--- src/rtl/wb_commit_stage_pkg.sv ---
// Shared definitions for the write-back/commit stage: bundle layouts, exception
// vector bit positions, exception codes and the commit FSM encoding.
package wb_commit_stage_pkg;

    localparam int unsigned XLEN      = 32;
    localparam int unsigned REG_AW    = 5;
    localparam int unsigned CSR_NUM_W = 14;
    localparam int unsigned EXC_W     = 15;
    localparam int unsigned ECODE_W   = 6;
    localparam int unsigned ESUB_W    = 9;
    localparam int unsigned TLB_OP_W  = 4;
    localparam int unsigned ZIP_W     = 187;
    localparam int unsigned EXC_BUS_W = EXC_W + XLEN;

    // MEM->WB bundle, MSB first: {valid,pc,IR,gr_we,rf_waddr,rf_wdata,
    // tlbrd,tlbwr,tlbfill,invtlb,csr_re,csr_we,csr_wmask,csr_wvalue,csr_num}
    typedef struct packed {
        logic                 valid;
        logic [XLEN-1:0]      pc;
        logic [XLEN-1:0]      ir;
        logic                 gr_we;
        logic [REG_AW-1:0]    rf_waddr;
        logic [XLEN-1:0]      rf_wdata;
        logic                 tlbrd;
        logic                 tlbwr;
        logic                 tlbfill;
        logic                 invtlb;
        logic                 csr_re;
        logic                 csr_we;
        logic [XLEN-1:0]      csr_wmask;
        logic [XLEN-1:0]      csr_wvalue;
        logic [CSR_NUM_W-1:0] csr_num;
    } mem_wb_bundle_t;

    // Exception bundle from MEM: {exc[14:0], badv[31:0]}
    typedef struct packed {
        logic [EXC_W-1:0] exc;
        logic [XLEN-1:0]  badv;
    } exc_bundle_t;

    // Exception vector bit positions, highest index wins
    localparam int unsigned EXC_INT    = 14;
    localparam int unsigned EXC_ADEF   = 13;
    localparam int unsigned EXC_TLBR_F = 12;
    localparam int unsigned EXC_PIF    = 11;
    localparam int unsigned EXC_PPI_F  = 10;
    localparam int unsigned EXC_INE    = 9;
    localparam int unsigned EXC_SYS    = 8;
    localparam int unsigned EXC_BRK    = 7;
    localparam int unsigned EXC_ALE    = 6;
    localparam int unsigned EXC_TLBR_M = 5;
    localparam int unsigned EXC_PIL    = 4;
    localparam int unsigned EXC_PIS    = 3;
    localparam int unsigned EXC_PME    = 2;
    localparam int unsigned EXC_PPI_M  = 1;
    localparam int unsigned EXC_ERTN   = 0;

    // Architectural exception codes
    localparam logic [ECODE_W-1:0] ECODE_INT  = 6'h00;
    localparam logic [ECODE_W-1:0] ECODE_PIL  = 6'h01;
    localparam logic [ECODE_W-1:0] ECODE_PIS  = 6'h02;
    localparam logic [ECODE_W-1:0] ECODE_PIF  = 6'h03;
    localparam logic [ECODE_W-1:0] ECODE_PME  = 6'h04;
    localparam logic [ECODE_W-1:0] ECODE_PPI  = 6'h07;
    localparam logic [ECODE_W-1:0] ECODE_ADE  = 6'h08;
    localparam logic [ECODE_W-1:0] ECODE_ALE  = 6'h09;
    localparam logic [ECODE_W-1:0] ECODE_SYS  = 6'h0B;
    localparam logic [ECODE_W-1:0] ECODE_BRK  = 6'h0C;
    localparam logic [ECODE_W-1:0] ECODE_INE  = 6'h0D;
    localparam logic [ECODE_W-1:0] ECODE_TLBR = 6'h3F;

    localparam logic [ESUB_W-1:0] ESUB_NONE = 9'h000;
    localparam logic [ESUB_W-1:0] ESUB_ADEF = 9'h000;

    typedef enum logic [1:0] {
        ST_IDLE     = 2'd0,
        ST_COMMIT   = 2'd1,
        ST_TLB_WAIT = 2'd2,
        ST_FLUSH    = 2'd3
    } wb_state_e;

    // TLB request vector {rd,wr,fill,inv} carried by a bundle
    function automatic logic [TLB_OP_W-1:0] tlb_op_of(input mem_wb_bundle_t b);
        return {b.tlbrd, b.tlbwr, b.tlbfill, b.invtlb};
    endfunction

endpackage

--- src/rtl/wb_exc_encoder.sv ---
// Priority encoder for the committed exception vector: picks the highest set
// bit and reports its code, whether BADV is written and where it comes from.
module wb_exc_encoder
    import wb_commit_stage_pkg::*;
(
    input  logic [EXC_W-1:0]   exc,
    output logic               has_exc,
    output logic               is_ertn,
    output logic [ECODE_W-1:0] ecode,
    output logic [ESUB_W-1:0]  esubcode,
    output logic               badv_valid,
    output logic               badv_sel_pc,
    output logic               to_tlbr
);

    // Highest-priority exception decode; ERTN only retires when nothing above it is set
    always_comb begin
        has_exc     = |exc[EXC_W-1:1];
        is_ertn     = exc[EXC_ERTN] & ~has_exc;
        ecode       = ECODE_INT;
        esubcode    = ESUB_NONE;
        badv_valid  = 1'b0;
        badv_sel_pc = 1'b0;
        to_tlbr     = 1'b0;
        if (exc[EXC_INT]) begin
            ecode = ECODE_INT;
        end else if (exc[EXC_ADEF]) begin
            ecode       = ECODE_ADE;
            esubcode    = ESUB_ADEF;
            badv_valid  = 1'b1;
            badv_sel_pc = 1'b1;
        end else if (exc[EXC_TLBR_F]) begin
            ecode       = ECODE_TLBR;
            badv_valid  = 1'b1;
            badv_sel_pc = 1'b1;
            to_tlbr     = 1'b1;
        end else if (exc[EXC_PIF]) begin
            ecode       = ECODE_PIF;
            badv_valid  = 1'b1;
            badv_sel_pc = 1'b1;
        end else if (exc[EXC_PPI_F]) begin
            ecode       = ECODE_PPI;
            badv_valid  = 1'b1;
            badv_sel_pc = 1'b1;
        end else if (exc[EXC_INE]) begin
            ecode = ECODE_INE;
        end else if (exc[EXC_SYS]) begin
            ecode = ECODE_SYS;
        end else if (exc[EXC_BRK]) begin
            ecode = ECODE_BRK;
        end else if (exc[EXC_ALE]) begin
            ecode      = ECODE_ALE;
            badv_valid = 1'b1;
        end else if (exc[EXC_TLBR_M]) begin
            ecode      = ECODE_TLBR;
            badv_valid = 1'b1;
            to_tlbr    = 1'b1;
        end else if (exc[EXC_PIL]) begin
            ecode      = ECODE_PIL;
            badv_valid = 1'b1;
        end else if (exc[EXC_PIS]) begin
            ecode      = ECODE_PIS;
            badv_valid = 1'b1;
        end else if (exc[EXC_PME]) begin
            ecode      = ECODE_PME;
            badv_valid = 1'b1;
        end else if (exc[EXC_PPI_M]) begin
            ecode      = ECODE_PPI;
            badv_valid = 1'b1;
        end
    end

endmodule

--- src/rtl/wb_commit_stage.sv ---
// Final pipeline stage: latches the MEM->WB and exception bundles, then commits
// GPR/CSR writes, reports exceptions and ERTN, issues TLB ops and raises the
// pipeline flush with its redirect target.
module wb_commit_stage
    import wb_commit_stage_pkg::*;
(
    input  logic                 clk,
    input  logic                 rst,

    output logic                 WB_allowin,
    input  logic                 MEM_to_WB,
    input  logic [ZIP_W-1:0]     MEM_to_WB_zip,
    input  logic [EXC_BUS_W-1:0] MEM_except_zip,

    output logic                 rf_we,
    output logic [REG_AW-1:0]    rf_waddr,
    output logic [XLEN-1:0]      rf_wdata,

    output logic                 front_valid,
    output logic [REG_AW-1:0]    front_addr,
    output logic [XLEN-1:0]      front_data,

    output logic                 WB_is_csr,
    output logic                 csr_re,
    output logic                 csr_we,
    output logic [CSR_NUM_W-1:0] csr_num,
    output logic [XLEN-1:0]      csr_wmask,
    output logic [XLEN-1:0]      csr_wvalue,
    input  logic [XLEN-1:0]      csr_rvalue,

    output logic                 ex_commit,
    output logic [ECODE_W-1:0]   ex_ecode,
    output logic [ESUB_W-1:0]    ex_esubcode,
    output logic [XLEN-1:0]      ex_pc,
    output logic [XLEN-1:0]      ex_badv,
    output logic                 ex_badv_valid,
    output logic                 ertn_commit,

    output logic [TLB_OP_W-1:0]  tlb_op,
    input  logic                 tlb_ack,

    input  logic [XLEN-1:0]      ex_entry,
    input  logic [XLEN-1:0]      tlbr_entry,
    input  logic [XLEN-1:0]      era,

    output logic                 flush,
    output logic [XLEN-1:0]      flush_target,

    output logic [XLEN-1:0]      debug_wb_pc,
    output logic [3:0]           debug_wb_rf_we,
    output logic [REG_AW-1:0]    debug_wb_rf_wnum,
    output logic [XLEN-1:0]      debug_wb_rf_wdata
);

    wb_state_e            state_q, state_d;
    mem_wb_bundle_t       bundle_q, bundle_d;
    exc_bundle_t          exc_q, exc_d;
    logic [TLB_OP_W-1:0]  tlb_op_q, tlb_op_d;
    logic                 flush_q, flush_d;
    logic [XLEN-1:0]      flush_target_q, flush_target_d;

    mem_wb_bundle_t       zip_in;
    exc_bundle_t          exc_in;

    logic                 enc_has_exc;
    logic                 enc_is_ertn;
    logic [ECODE_W-1:0]   enc_ecode;
    logic [ESUB_W-1:0]    enc_esubcode;
    logic                 enc_badv_valid;
    logic                 enc_badv_sel_pc;
    logic                 enc_to_tlbr;

    logic                 in_commit;
    logic                 ins_valid;
    logic                 any_exc;
    logic                 ins_exc;
    logic                 ins_ertn;
    logic                 ins_tlb;
    logic                 redirect;
    logic                 accept;
    logic                 unused_ir;

    assign zip_in = mem_wb_bundle_t'(MEM_to_WB_zip);
    assign exc_in = exc_bundle_t'(MEM_except_zip);

    wb_exc_encoder u_exc_encoder (
        .exc         (exc_q.exc),
        .has_exc     (enc_has_exc),
        .is_ertn     (enc_is_ertn),
        .ecode       (enc_ecode),
        .esubcode    (enc_esubcode),
        .badv_valid  (enc_badv_valid),
        .badv_sel_pc (enc_badv_sel_pc),
        .to_tlbr     (enc_to_tlbr)
    );

    // Commit-cycle qualifiers; any nonzero exc (ERTN included) blocks side effects
    always_comb begin
        in_commit = (state_q == ST_COMMIT);
        ins_valid = in_commit & bundle_q.valid;
        any_exc   = |exc_q.exc;
        ins_exc   = ins_valid & enc_has_exc;
        ins_ertn  = ins_valid & enc_is_ertn;
        ins_tlb   = ins_valid & ~any_exc & (|tlb_op_of(bundle_q));
        redirect  = ins_exc | ins_ertn;
        WB_allowin = (state_q == ST_IDLE) | (in_commit & ~redirect & ~ins_tlb);
        // In FLUSH the bundle is taken but squashed so upstream is never stuck
        accept    = MEM_to_WB & (WB_allowin | (state_q == ST_FLUSH));
    end

    // Next-state, bundle capture, TLB hold and flush/redirect generation
    always_comb begin
        state_d        = state_q;
        bundle_d       = bundle_q;
        exc_d          = exc_q;
        tlb_op_d       = tlb_op_q;
        flush_d        = 1'b0;
        flush_target_d = flush_target_q;

        if (accept) begin
            bundle_d       = zip_in;
            bundle_d.valid = zip_in.valid & ~flush_q;
            exc_d          = exc_in;
        end

        unique case (state_q)
            ST_IDLE: begin
                if (MEM_to_WB) begin
                    state_d = ST_COMMIT;
                end
            end
            ST_COMMIT: begin
                if (redirect) begin
                    state_d        = ST_FLUSH;
                    flush_d        = 1'b1;
                    flush_target_d = ins_ertn    ? era
                                   : enc_to_tlbr ? tlbr_entry
                                   :               ex_entry;
                end else if (ins_tlb) begin
                    state_d  = ST_TLB_WAIT;
                    tlb_op_d = tlb_op_of(bundle_q);
                end else if (MEM_to_WB) begin
                    state_d = ST_COMMIT;
                end else begin
                    state_d = ST_IDLE;
                end
            end
            ST_TLB_WAIT: begin
                if (tlb_ack) begin
                    state_d        = ST_FLUSH;
                    tlb_op_d       = '0;
                    flush_d        = 1'b1;
                    flush_target_d = XLEN'(bundle_q.pc + XLEN'(4));
                end
            end
            ST_FLUSH: begin
                state_d = ST_IDLE;
            end
            default: begin
                state_d = ST_IDLE;
            end
        endcase
    end

    // State and bundle registers, synchronous reset
    always_ff @(posedge clk) begin
        if (rst) begin
            state_q        <= ST_IDLE;
            bundle_q       <= '0;
            exc_q          <= '0;
            tlb_op_q       <= '0;
            flush_q        <= 1'b0;
            flush_target_q <= '0;
        end else begin
            state_q        <= state_d;
            bundle_q       <= bundle_d;
            exc_q          <= exc_d;
            tlb_op_q       <= tlb_op_d;
            flush_q        <= flush_d;
            flush_target_q <= flush_target_d;
        end
    end

    // Commit-side outputs decoded from the held bundle in the COMMIT cycle
    always_comb begin
        rf_we       = ins_valid & bundle_q.gr_we & ~any_exc;
        rf_waddr    = bundle_q.rf_waddr;
        rf_wdata    = bundle_q.csr_re ? csr_rvalue : bundle_q.rf_wdata;

        front_valid = ins_valid & bundle_q.gr_we;
        front_addr  = rf_waddr;
        front_data  = rf_wdata;

        WB_is_csr   = ins_valid & (bundle_q.csr_re | bundle_q.csr_we);
        csr_re      = ins_valid & bundle_q.csr_re & ~any_exc;
        csr_we      = ins_valid & bundle_q.csr_we & ~any_exc;
        csr_num     = bundle_q.csr_num;
        csr_wmask   = bundle_q.csr_wmask;
        csr_wvalue  = bundle_q.csr_wvalue;

        ex_commit     = ins_exc;
        ex_ecode      = ins_exc ? enc_ecode    : '0;
        ex_esubcode   = ins_exc ? enc_esubcode : '0;
        ex_pc         = bundle_q.pc;
        ex_badv_valid = ins_exc & enc_badv_valid;
        ex_badv       = enc_badv_sel_pc ? bundle_q.pc : exc_q.badv;
        ertn_commit   = ins_ertn;

        tlb_op        = tlb_op_q;
        flush         = flush_q;
        flush_target  = flush_target_q;

        debug_wb_pc       = ins_valid ? bundle_q.pc : '0;
        debug_wb_rf_we    = {4{rf_we}};
        debug_wb_rf_wnum  = rf_waddr;
        debug_wb_rf_wdata = rf_wdata;
    end

    // Instruction word travels in the bundle for trace tools only
    assign unused_ir = ^bundle_q.ir;

endmodule

--- config.mk ---
export PLATFORM = sky130hd
export DESIGN_NAME = wb_commit_stage
export DESIGN_NICKNAME = d
export VERILOG_FILES = /design/src/rtl/wb_commit_stage_pkg.sv /design/src/rtl/wb_exc_encoder.sv /design/src/rtl/wb_commit_stage.sv
export SDC_FILE = /design/constraint.sdc
export NUM_CORES = 1
export LEC_CHECK = 0
export BUFFER_PORTS_ARGS = -buffer_cell sky130_fd_sc_hd__buf_2
export CAP_MARGIN = 20
export CORE_AREA = 2 2 282 284
export DETAILED_ROUTE_END_ITERATION = 10
export DIE_AREA = 0 0 284 286
export PLACE_DENSITY = 0.37
export SYNTH_ARGS = -nofsm -noshare
export SYNTH_HDL_FRONTEND = slang
export SYNTH_SLANG_ARGS = --single-unit
--- constraint.sdc ---
create_clock -name clk -period 2.43 [get_ports clk]
set_input_delay 0.486 -clock clk [delete_from_list [all_inputs] [get_ports clk]]
set_output_delay 0.486 -clock clk [all_outputs]
set_load 0.01 [all_outputs]
# Word level (Yosys, flattened, before mapping)
# Index checks and enable logic that the tools add are counted.
# op_classes
n_bitwise	27
reduce_logical	8
mux	65
add_sub_neg	1
n_eq_ne	8
# op_table
operator	n
32-bit two-way mux	7
6-bit two-way mux	14
32-bit case mux with 2 select lines	1
32-bit by 3-bit adder with 32-bit output (second input constant)	1
1-bit two-way mux	32
1-bit AND	18
15-bit OR reduction	1
14-bit OR reduction	1
4-bit two-way mux	3
2-bit two-way mux	4
2-bit case mux with 4 select lines	1
4-bit case mux with 2 select lines	1
2-bit != test (second input constant)	3
1-bit NOT	5
2-bit == test (second input constant)	2
2-bit by 1-bit != test with 1-bit output (second input constant)	2
1-bit bitwise OR	4
4-bit AND reduction	1
4-bit OR reduction	1
3-bit two-way mux	1
3-bit AND reduction	1
2-bit by 1-bit == test with 1-bit output (second input constant)	1
2-bit zero test	1
1-bit case mux with 2 select lines	1
2 further kinds	2
# totals
inputBits	366
out_inout_bits	350
wordCells	129
reg_bits	241

# Longest topological paths before layout
# Gate-level depths: netlist (run 1).
# depth
depth_word	15
mapped_depth	11
ltp_nobuf	8

# Hierarchy
# Synthesis (run 1) repeated with hierarchy kept, for this count alone.
# hier_totals
cells_unflattened	1704
hier_area_um2	13500.4
# modules_own_cells
module	seq_area_each_um2	area_per_inst_um2	cells_each	instances
wb_commit_stage	4824.6	13196.4	1655	1
wb_exc_encoder	0.0	304.0	49	1

# Worst setup path after synthesis (run 1)
# No wires, ideal clock.
# synth_timing
kind	register to register
startpoint	register (tool-made name)
endpoint	register flush_target_q[21], in the netlist flush_target[21]
setup_time_ns	0.070
period_less_slack_ns	2.156
path_buffers	3
slack_ns	0.274
t_required_ns	2.360
t_arrival_ns	2.086
stages_incl_launch_ff	12
cell_sequence	dfxtp_1 -> inv_1 -> ha_1 -> clkbuf_1 -> nor2b_1 -> nor3b_1 -> o21a_1 -> clkbuf_1 -> and2_0 -> clkbuf_1 -> a22oi_1 -> a21oi_1
# synth_lines
element	line	source
end signal: assignment	wb_commit_stage.sv:180	flush_target_q <= flush_target_d;
end: declaration	wb_commit_stage.sv:60	logic [XLEN-1:0] flush_target_q, flush_target_d;

==> qor.json, run 1 <==
{
  "run_status": {
    "status": "finished, violations left",
    "violations": "negative setup slack"
  },
  "global_routing": {
    "grt.busiest_layer": "met2",
    "met1_usage_pct": 17.9,
    "pin_count_of_the_biggest_net_entering_global_routing": 63,
    "global_route_wire_length_before_repair_um": 91500,
    "gr-usage-all-layers_pct": 15.0,
    "met3_track_utilization_from_global_routing_pct": 3.52,
    "grt_remaining_overflow": 0,
    "grt_util_met2_pct": 26.7,
    "grt_pass1_vias": 13400,
    "antenna_violations_before_repair": 6
  },
  "yosys": {
    "yosys_most_used_dff": "dfxtp_1",
    "postSynthAreaPerCell_um2": 7.71,
    "synth_warn": 0,
    "ys_seq_area_share_pct": 37.7,
    "synth_area_um2": 12800,
    "yosys_register_bits": 241,
    "syn_inst_count": 1659,
    "synth_cell_type_count": 56,
    "synth-async-reset-ratio_pct": 0,
    "synth-edff-count": 0
  },
  "sta": {
    "hold_viol_final": 0,
    "max_freq_ghz": 0.353,
    "timing.final.setup_violations": 261,
    "worst_clock_skew_ns": 0.0231,
    "finalWorstSetupSlack_ns": -0.406,
    "worst_hold_slack_ns": 0.125,
    "setup_total_negative_slack_ns": -57.29,
    "layout_worst_path_cycle_share_pct": 117,
    "final_period_minus_worst_setup_slack_ns": 2.84,
    "max_slew_margin_pct": 65.1,
    "setup_repair_after_global_routing_missed_its_margin": "yes",
    "max_slew.worst_pin.slew_ns": 0.518,
    "report.final.slew_viol_count": 0
  },
  "routing": {
    "drt-initial-drc-count": 609,
    "post_drt_wl_per_cell_um": 20.8,
    "detailroute.via_count": 13800,
    "drt_pass1_iterations": 5,
    "antenna_left": 0,
    "detail_route.drc_violations": 0,
    "detail_route.vias_per_cell": 4.19,
    "routed_wl_um": 68400
  },
  "hold_path": {
    "min-delay-path-class": "in -> reg",
    "hold_path_startpoint": "MEM_except_zip[13]",
    "hold_depth": 3,
    "holdPathEnd": "exc_q[13]"
  },
  "critical_path": {
    "cp_data_arrival_time_ns": 2.35,
    "critical_path.reg2reg.endpoint": "csr_wvalue[22]",
    "worstPathMaxFanout": 4,
    "criticalPathCategory": "reg -> out",
    "setup_slack_of_the_most_critical_reg_to_reg_path_ns": -0.40,
    "worst_setup_path_end_kind": "output pin",
    "required_ns": 1.94,
    "critical_path.startpoint_type": "flop",
    "reg2regPathDepth": 15
  },
  "clocking": {
    "clk_path_buf_depth": 3,
    "cts_root_buffer": "clkbuf_16",
    "clock_latency_ns": 0.60,
    "tritoncts.num_buffers": 31,
    "clk_pin_slew_worst_paths_ns": 0.06,
    "cts-htree-levels": 1,
    "cts_tree": "yes",
    "cts.sinks": 241
  },
  "placed_design": {
    "post_dp_cell_area_um2": 16700,
    "detailedPlacementHpwl_um": 49300,
    "port_buffers": 674,
    "global_placement_routability_congestion": 0.866
  },
  "pwr": {
    "p_leak_nw": 9.11,
    "irDropWorstVdd_v": 0.000503,
    "power.total_mw": 23.4,
    "power_density_nw_per_um2": 1190
  },
  "floorplan": {
    "die_area_um2": 81200,
    "die_h_um": 286,
    "design.portCount": 716,
    "core.rowCount": 103,
    "die_w_um": 284,
    "initial_utilization_pct": 16.3,
    "core_area_um2": 78400
  },
  "final_layout": {
    "num_antenna_cells": 0,
    "layout-drive-gt1-share_pct": 48.7,
    "flow.area_growth_from_synthesis_pct": 53.2,
    "design.final.nets": 2595,
    "final_core_utilization_pct": 25.0,
    "stdcell_area_um2": 19600
  },
  "job": {
    "reported_max_cap_violation_count": 0
  }
}
==> critical path: stages, from the launching register on <==
cell and delay [ns]:
dfxtp_2 0.32, inv_2 0.06, ha_4 0.12, and3b_2 0.20
buf_6 0.10, nand4_1 0.11, nor3b_4 0.31, buf_6 0.15
and2_4 0.15, buf_6 0.13, buf_6 0.11
==> registers in the layout, summed over array words and instances, names as in the netlist, named ones only <==
signal / flops
flush: 1
debug_wb_rf_wnum: 5
csr_wvalue: 32
ex_pc: 32
bundle_q: 40
state_q: 1
csr_num: 14
tlb_op: 4
flush_target: 32
exc_q: 47
csr_wmask: 32
==> routing by layer <==
metal,vias to the layer above,share of wire [%]
met4,8,2.6
met2,562,49
met5,-,0.066
met3,85,6.6
li1,6512,-
met1,6641,41
==> cells in the final DEF, fill, tap and decap left out, drive strengths merged, types with 8 or more instances in the layout <==
| cell type | Yosys | layout |
|---|---|---|
| and3 | 38 | 38 |
| dfxtp | 241 | 241 |
| clkbuf | 75 | 63 |
| nor3 | 35 | 35 |
| nand2 | 427 | 427 |
| a211oi | 19 | 19 |
| a211o | 9 | 9 |
| mux2 | 64 | 64 |
| nand4 | 12 | 12 |
| nand3 | 26 | 26 |
| conb | 1 | 9 |
| xnor2 | 22 | 22 |
| a311oi | 8 | 8 |
| inv | 7 | 9 |
| nor2 | 56 | 56 |
| a21oi | 239 | 239 |
| mux2i | 17 | 17 |
| a31oi | 8 | 8 |
| buf | 248 | 826 |
| nor4 | 9 | 9 |
| o21ai | 26 | 26 |
==> where the power goes <==
part	internal, mW	switching [mW]
logic	6.07	7.19
registers	4.94	0.652
clock network	2.61	1.92
total	13.6	9.76
==> cell type report <==
| class | instances | area, um2 |
|---|---|---|
| Tap cell | 1050 | 1310 |
| Timing Repair Buffer | 846 | 5940 |
| Fill cell | 8828 | 58800 |
| Clock inverter | 10 | 85.1 |
| Sequential cell | 241 | 4830 |
| Inverter | 7 | 28.8 |
| Multi-Input combinational cell | 1097 | 6510 |
| Clock buffer | 43 | 881 |
==> logic make-up (layout without fill, tap and decap cells) <==
logic type | count (synthesis) | count (layout) | share of synthesized area (%)
AO/OA/AOI/OAI | 338 | 339 | 15.0
XOR/XNOR | 27 | 27 | 1.85
adder cells (fa/ha/maj) | 5 | 5 | 0.489
buffers and inverters | 330 | 906 | 16.3
flip-flops | 241 | 241 | 37.7
multiplexers | 81 | 81 | 6.97
other | 1 | 9 | 0.0293
AND/OR/NAND/NOR | 636 | 636 | 21.6
==> cells in the mapped netlist, types with 12 or more instances <==
cell type / instances / share of area (%)
buf_2: 31 / 1.2
buf_4: 215 / 13
nor2_1: 56 / 1.6
nand3_1: 26 / 1.0
mux2i_1: 17 / 1.3
nand2_1: 427 / 13
mux2_2: 64 / 5.6
nand4_1: 12 / 0.59
nor3_1: 33 / 1.3
o21ai_0: 25 / 0.98
a21oi_1: 239 / 9.4
clkbuf_1: 75 / 2.2
xnor2_1: 22 / 1.5
dfxtp_1: 241 / 38
a211oi_1: 19 / 1.1
and3_1: 38 / 1.9
==> through the flow <==
stage / instances / setup slack (ns)
global route: 3294 / -0.530
global placement: 3186 / -0.368
finish: 3294 / -0.406
CTS: 3255 / -0.477
detailed placement: 3186 / -0.349
floorplan: 1667 / 0.274
==> repair_timing <==
action / 4_1_cts / 5_1_grt
cloned: 5 / 24
gates resized for setup: 119 / 141
buffers inserted: 15 / 21
hold buffers: 0 / 0
pin swaps: 22 / 71
setup endpoints to repair: 104 / 286
==> worst max-delay path by stage <==
stage	from	to
global route	flop	debug_wb_rf_we[3]
detailed placement	state_q[0]	debug_wb_rf_we[3]
CTS	exc_q[36]	debug_wb_rf_we[3]
floorplan	flop	flush_target[21]
global placement	state_q[0]	debug_wb_rf_we[1]
finish	flop	debug_wb_rf_we[3]
No activity file was read; power rests on OpenSTA's default activity.
==> inputs of run 2 (changes only) <==
--- a/config.mk
+++ b/config.mk
@@ -7,10 +7,13 @@
 export LEC_CHECK = 0
 export BUFFER_PORTS_ARGS = -buffer_cell sky130_fd_sc_hd__buf_2
 export CAP_MARGIN = 20
-export CORE_AREA = 2 2 282 284
+export CELL_PAD_IN_SITES_DETAIL_PLACEMENT = 1
+export CELL_PAD_IN_SITES_GLOBAL_PLACEMENT = 1
+export CORE_AREA = 2 2 280 282
 export DETAILED_ROUTE_END_ITERATION = 10
-export DIE_AREA = 0 0 284 286
-export PLACE_DENSITY = 0.37
+export DIE_AREA = 0 0 282 284
+export PLACE_DENSITY = 0.5
 export SYNTH_ARGS = -nofsm -noshare
 export SYNTH_HDL_FRONTEND = slang
+export SYNTH_HIERARCHICAL = 1
 export SYNTH_SLANG_ARGS = --single-unit
==> qor.json, run 2 <==
{
  "run_status": {
    "status": "finished, violations left",
    "violations": "negative setup slack"
  },
  "hold_path": {
    "min-delay-path-class": "in -> reg"
  },
  "floorplan": {
    "core.rowCount": {"value": 102, "change": "-0.97%"},
    "die_area": {"value": 80100, "unit": "um2", "change": "-1.4%"},
    "initial_utilization": {"value": 17.5, "unit": "%", "change": "+1.2 points"},
    "core_area": {"value": 77000, "unit": "um2", "change": "-1.8%"},
    "design.portCount": {"value": 716, "change": "unchanged"},
    "die_h": {"value": 284, "unit": "um", "change": "-0.70%"},
    "die_w": {"value": 282, "unit": "um", "change": "-0.70%"}
  },
  "sta": {
    "layout_worst_path_cycle_share": {"value": 127, "unit": "%", "change": "+10 points"},
    "max_slew_margin": {"value": 26.0, "unit": "%", "change": "-39 points"},
    "setup_repair_after_global_routing_missed_its_margin": "yes",
    "max_freq": {"value": 0.324, "unit": "GHz", "change": "-8.1%"},
    "final_period_minus_worst_setup_slack": {"value": 3.09, "unit": "ns", "change": "+0.249 ns"},
    "timing.final.setup_violations": {"value": 298, "change": "+14%"},
    "setup_total_negative_slack": {"value": -154.03, "unit": "ns", "change": "-96.74 ns"},
    "worst_clock_skew": {"value": 0.0223, "unit": "ns", "change": "-0.000756 ns"},
    "finalWorstSetupSlack": {"value": -0.656, "unit": "ns", "change": "-0.249 ns"},
    "report.final.slew_viol_count": {"value": 0, "change": "unchanged"},
    "worst_hold_slack": {"value": 0.174, "unit": "ns", "change": "+0.0499 ns"},
    "hold_viol_final": {"value": 0, "change": "unchanged"},
    "max_slew.worst_pin.slew": {"value": 1.10, "unit": "ns", "change": "+0.578 ns"}
  },
  "final_layout": {
    "flow.area_growth_from_synthesis_pct": 70.9,
    "design.final.nets": {"value": 2663, "change": "+2.6%"},
    "fillerInstances": {"value": 8950, "change": "+1.4%"},
    "largest_reg_flops": {"value": 47, "change": "unchanged"},
    "biggestRegsByFlops": "exc_q x47, bundle_q x40",
    "fin_cells": {"value": 3366, "change": "+2.2%"},
    "mostFrequentLayoutCells": "663 x buf_2, 238 x dfxtp_1, 162 x a21oi_1",
    "registers.top_by_ff_count": "exc_q",
    "layout-drive-gt1-share": {"value": 63.8, "unit": "%", "change": "+15 points"},
    "layout_commonest_cell": "buf_2"
  },
  "job": {
    "reported_max_cap_violation_count": {"value": 0, "change": "unchanged"}
  },
  "routing": {
    "routed_wl": {"value": 75700, "unit": "um", "change": "+11%"},
    "antenna_left": {"value": 0, "change": "unchanged"},
    "detail_route.drc_violations": {"value": 0, "change": "unchanged"},
    "drt_pass1_iterations": {"value": 5, "change": "unchanged"},
    "detail_route.vias_per_cell": {"value": 4.51, "change": "+7.6%"},
    "drt-initial-drc-count": {"value": 523, "change": "-14%"},
    "detailroute.via_count": {"value": 15200, "change": "+9.9%"},
    "post_drt_wl_per_cell": {"value": 22.5, "unit": "um", "change": "+8.3%"}
  },
  "yosys": {
    "yosys_register_bits": {"value": 241, "change": "unchanged"},
    "synth.largest_area_cell": "dfxtp_1",
    "yosys.cell_count.top_type": "dfxtp_1",
    "post_synth_main_area_contributors": "dfxtp_1 36%, buf_4 11%, a21oi_1 8.4%, o21ai_0 8.1%, nand3_1 8.0%",
    "synth-async-reset-ratio": {"value": 0, "unit": "%", "change": "unchanged"},
    "synth_area": {"value": 13500, "unit": "um2", "change": "+5.6%"},
    "postSynthAreaPerCell": {"value": 7.92, "unit": "um2", "change": "+2.8%"},
    "synth_cell_type_count": {"value": 55, "change": "-1.8%"},
    "synth.top_cell.area_share": {"value": 35.7, "unit": "%", "change": "-2.0 points"},
    "ys_seq_area_share": {"value": 35.7, "unit": "%", "change": "-2.0 points"},
    "post_synth_most_frequent_cells": "241 x dfxtp_1, 226 x a21oi_1, 218 x o21ai_0",
    "syn_inst_count": {"value": 1704, "change": "+2.7%"},
    "synth-edff-count": {"value": 0, "change": "unchanged"},
    "yosys_most_used_dff": "dfxtp_1",
    "synth_warn": {"value": 6, "change": "+6"}
  },
  "clocking": {
    "clock_latency": {"value": 0.55, "unit": "ns", "change": "-0.05 ns"},
    "tritoncts.num_buffers": {"value": 35, "change": "+13%"},
    "clk_pin_slew_worst_paths": {"value": 0.05, "unit": "ns", "change": "about the same"},
    "cts_root_buffer": "clkbuf_16",
    "cts.sinks": {"value": 241, "change": "unchanged"},
    "clk_path_buf_depth": {"value": 3, "change": "unchanged"},
    "cts_hold_buf": {"value": 0, "change": "unchanged"},
    "cts-htree-levels": {"value": 2, "change": "+1"},
    "cts_tree": "yes"
  },
  "global_routing": {
    "grt_remaining_overflow": {"value": 0, "change": "unchanged"},
    "antenna_violations_before_repair": {"value": 15, "change": "+9"},
    "global_route_wire_length_before_repair": {"value": 105000, "unit": "um", "change": "+15%"},
    "gr-usage-all-layers": {"value": 17.6, "unit": "%", "change": "+2.6 points"},
    "grt_pass1_vias": {"value": 15500, "change": "+15%"},
    "pin_count_of_the_biggest_net_entering_global_routing": {"value": 99, "change": "+57%"}
  },
  "critical_path": {
    "required": {"value": 1.94, "unit": "ns", "change": "about the same"},
    "worstPathMaxFanout": {"value": 2, "change": "-2"},
    "cp_data_arrival_time": {"value": 2.60, "unit": "ns", "change": "+0.25 ns"},
    "worst_setup_path_end_kind": "output pin",
    "critical_path.startpoint_type": "flop",
    "criticalPathCategory": "reg -> out"
  },
  "pwr": {
    "p_leak": {"value": 9.72, "unit": "nW", "change": "+6.7%"},
    "power_density": {"value": 1150, "unit": "nW/um2", "change": "-3.3%"},
    "power.total": {"value": 26.6, "unit": "mW", "change": "+14%"},
    "irDropWorstVdd": {"value": 0.000445, "unit": "V", "change": "-12%"}
  },
  "placed_design": {
    "global_placement_routability_congestion": {"value": 0.851, "change": "-1.8%"},
    "place_inst": {"value": 3209, "change": "+0.72%"},
    "port_buffers": {"value": 674, "change": "unchanged"},
    "detailedPlacementHpwl": {"value": 53100, "unit": "um", "change": "+7.6%"}
  }
}
-- run 2: cell count changes after synthesis, moves of 13 or more --
cell,previous run,this run
and2_1,5,20
nand3_1,26,215
clkbuf_1,75,146
nand2_1,427,41
mux2i_1,17,32
buf_2,31,1
a21oi_1,239,226
o21ai_0,25,218
nor3_1,33,17
-- run 2: final timing paths --
| kind | startpoint | to | slack [ns] | cells past startpoint |
|---|---|---|---|---|
| worst max-delay path | exc_q[36] | WB_allowin | -0.66 | 9 |
| worst min-delay path | MEM_to_WB_zip[93] | bundle_q[93] | 0.17 | 3 |
| worst max register to register | exc_q[36] | bundle_q[98] | -0.65 | 15 |
| worst min register to register | csr_wmask[16] | csr_wmask[16] | 0.46 | 2 |
-- run 2: cell type report --
class,count,area (um2),share of cell area (%)
diodes,9,22.5,0.0976
repair buffers,910,6830,29.6
clock buffers,52,1040,4.51
flip-flops and latches,241,4830,20.9
multi-input cells,1093,8880,38.5
inverters,11,53.8,0.233
clock inverters,10,118,0.510
well taps,1040,1300,5.64
-- run 2: repair_timing --
item,4_1_cts,5_1_grt
resized for setup,259,413
gates cloned,25,13
pin swaps,51,207
setup buffers,34,32
setup endpoints to repair,322,322
-- run 2: through the flow --
step                      setup WS, ns  util (%)  area, um2
after floorplan                 -0.111         -      14400
after global placement          -0.497      23.4      18000
after detailed placement        -0.488      23.4      18000
after CTS                       -0.785      27.3      21000
after global routing            -0.756      30.0      23100
final                           -0.656      30.0      23100
-- run 2: routing by layer --
layer / global-route usage, % / wire, um / vias to the layer above
met4: 4.19 / 1500 / 6
met3: 4.12 / 4780 / 87
li1: - / - / 7085
met2: 31.0 / 38100 / 498
met1: 21.4 / 31300 / 7503
met5: 0 / 34 / -
-- run 2: cells by family after synthesis --
| family | share of synthesized area, % |
|---|---|
| other cells | 0.0278 |
| flops | 35.7 |
| xor+xnor | 1.69 |
| fa+ha+maj | 0.463 |
| buf+inv | 16.3 |
| simple gates | 16.5 |
| compound gates | 21.4 |
| mux | 7.88 |
-- run 2: where the power goes --
part | leakage (nW) | internal [mW] | switching [mW]
Sequential | 1.98 | 4.99 | 0.813
Combinational | 7.17 | 7.08 | 8.52
Clock | 0.570 | 3.18 | 2.05
-- run 2: critical path, stage by stage (launching register included) --
cell      delay, ns
dfxtp_2        0.32
or3_4          0.38
or4_4          0.45
nor3_4         0.21
and3_4         0.24
buf_6          0.10
o21ai_4        0.06
nand2_2        0.10
o21bai_4       0.06
buf_6          0.14
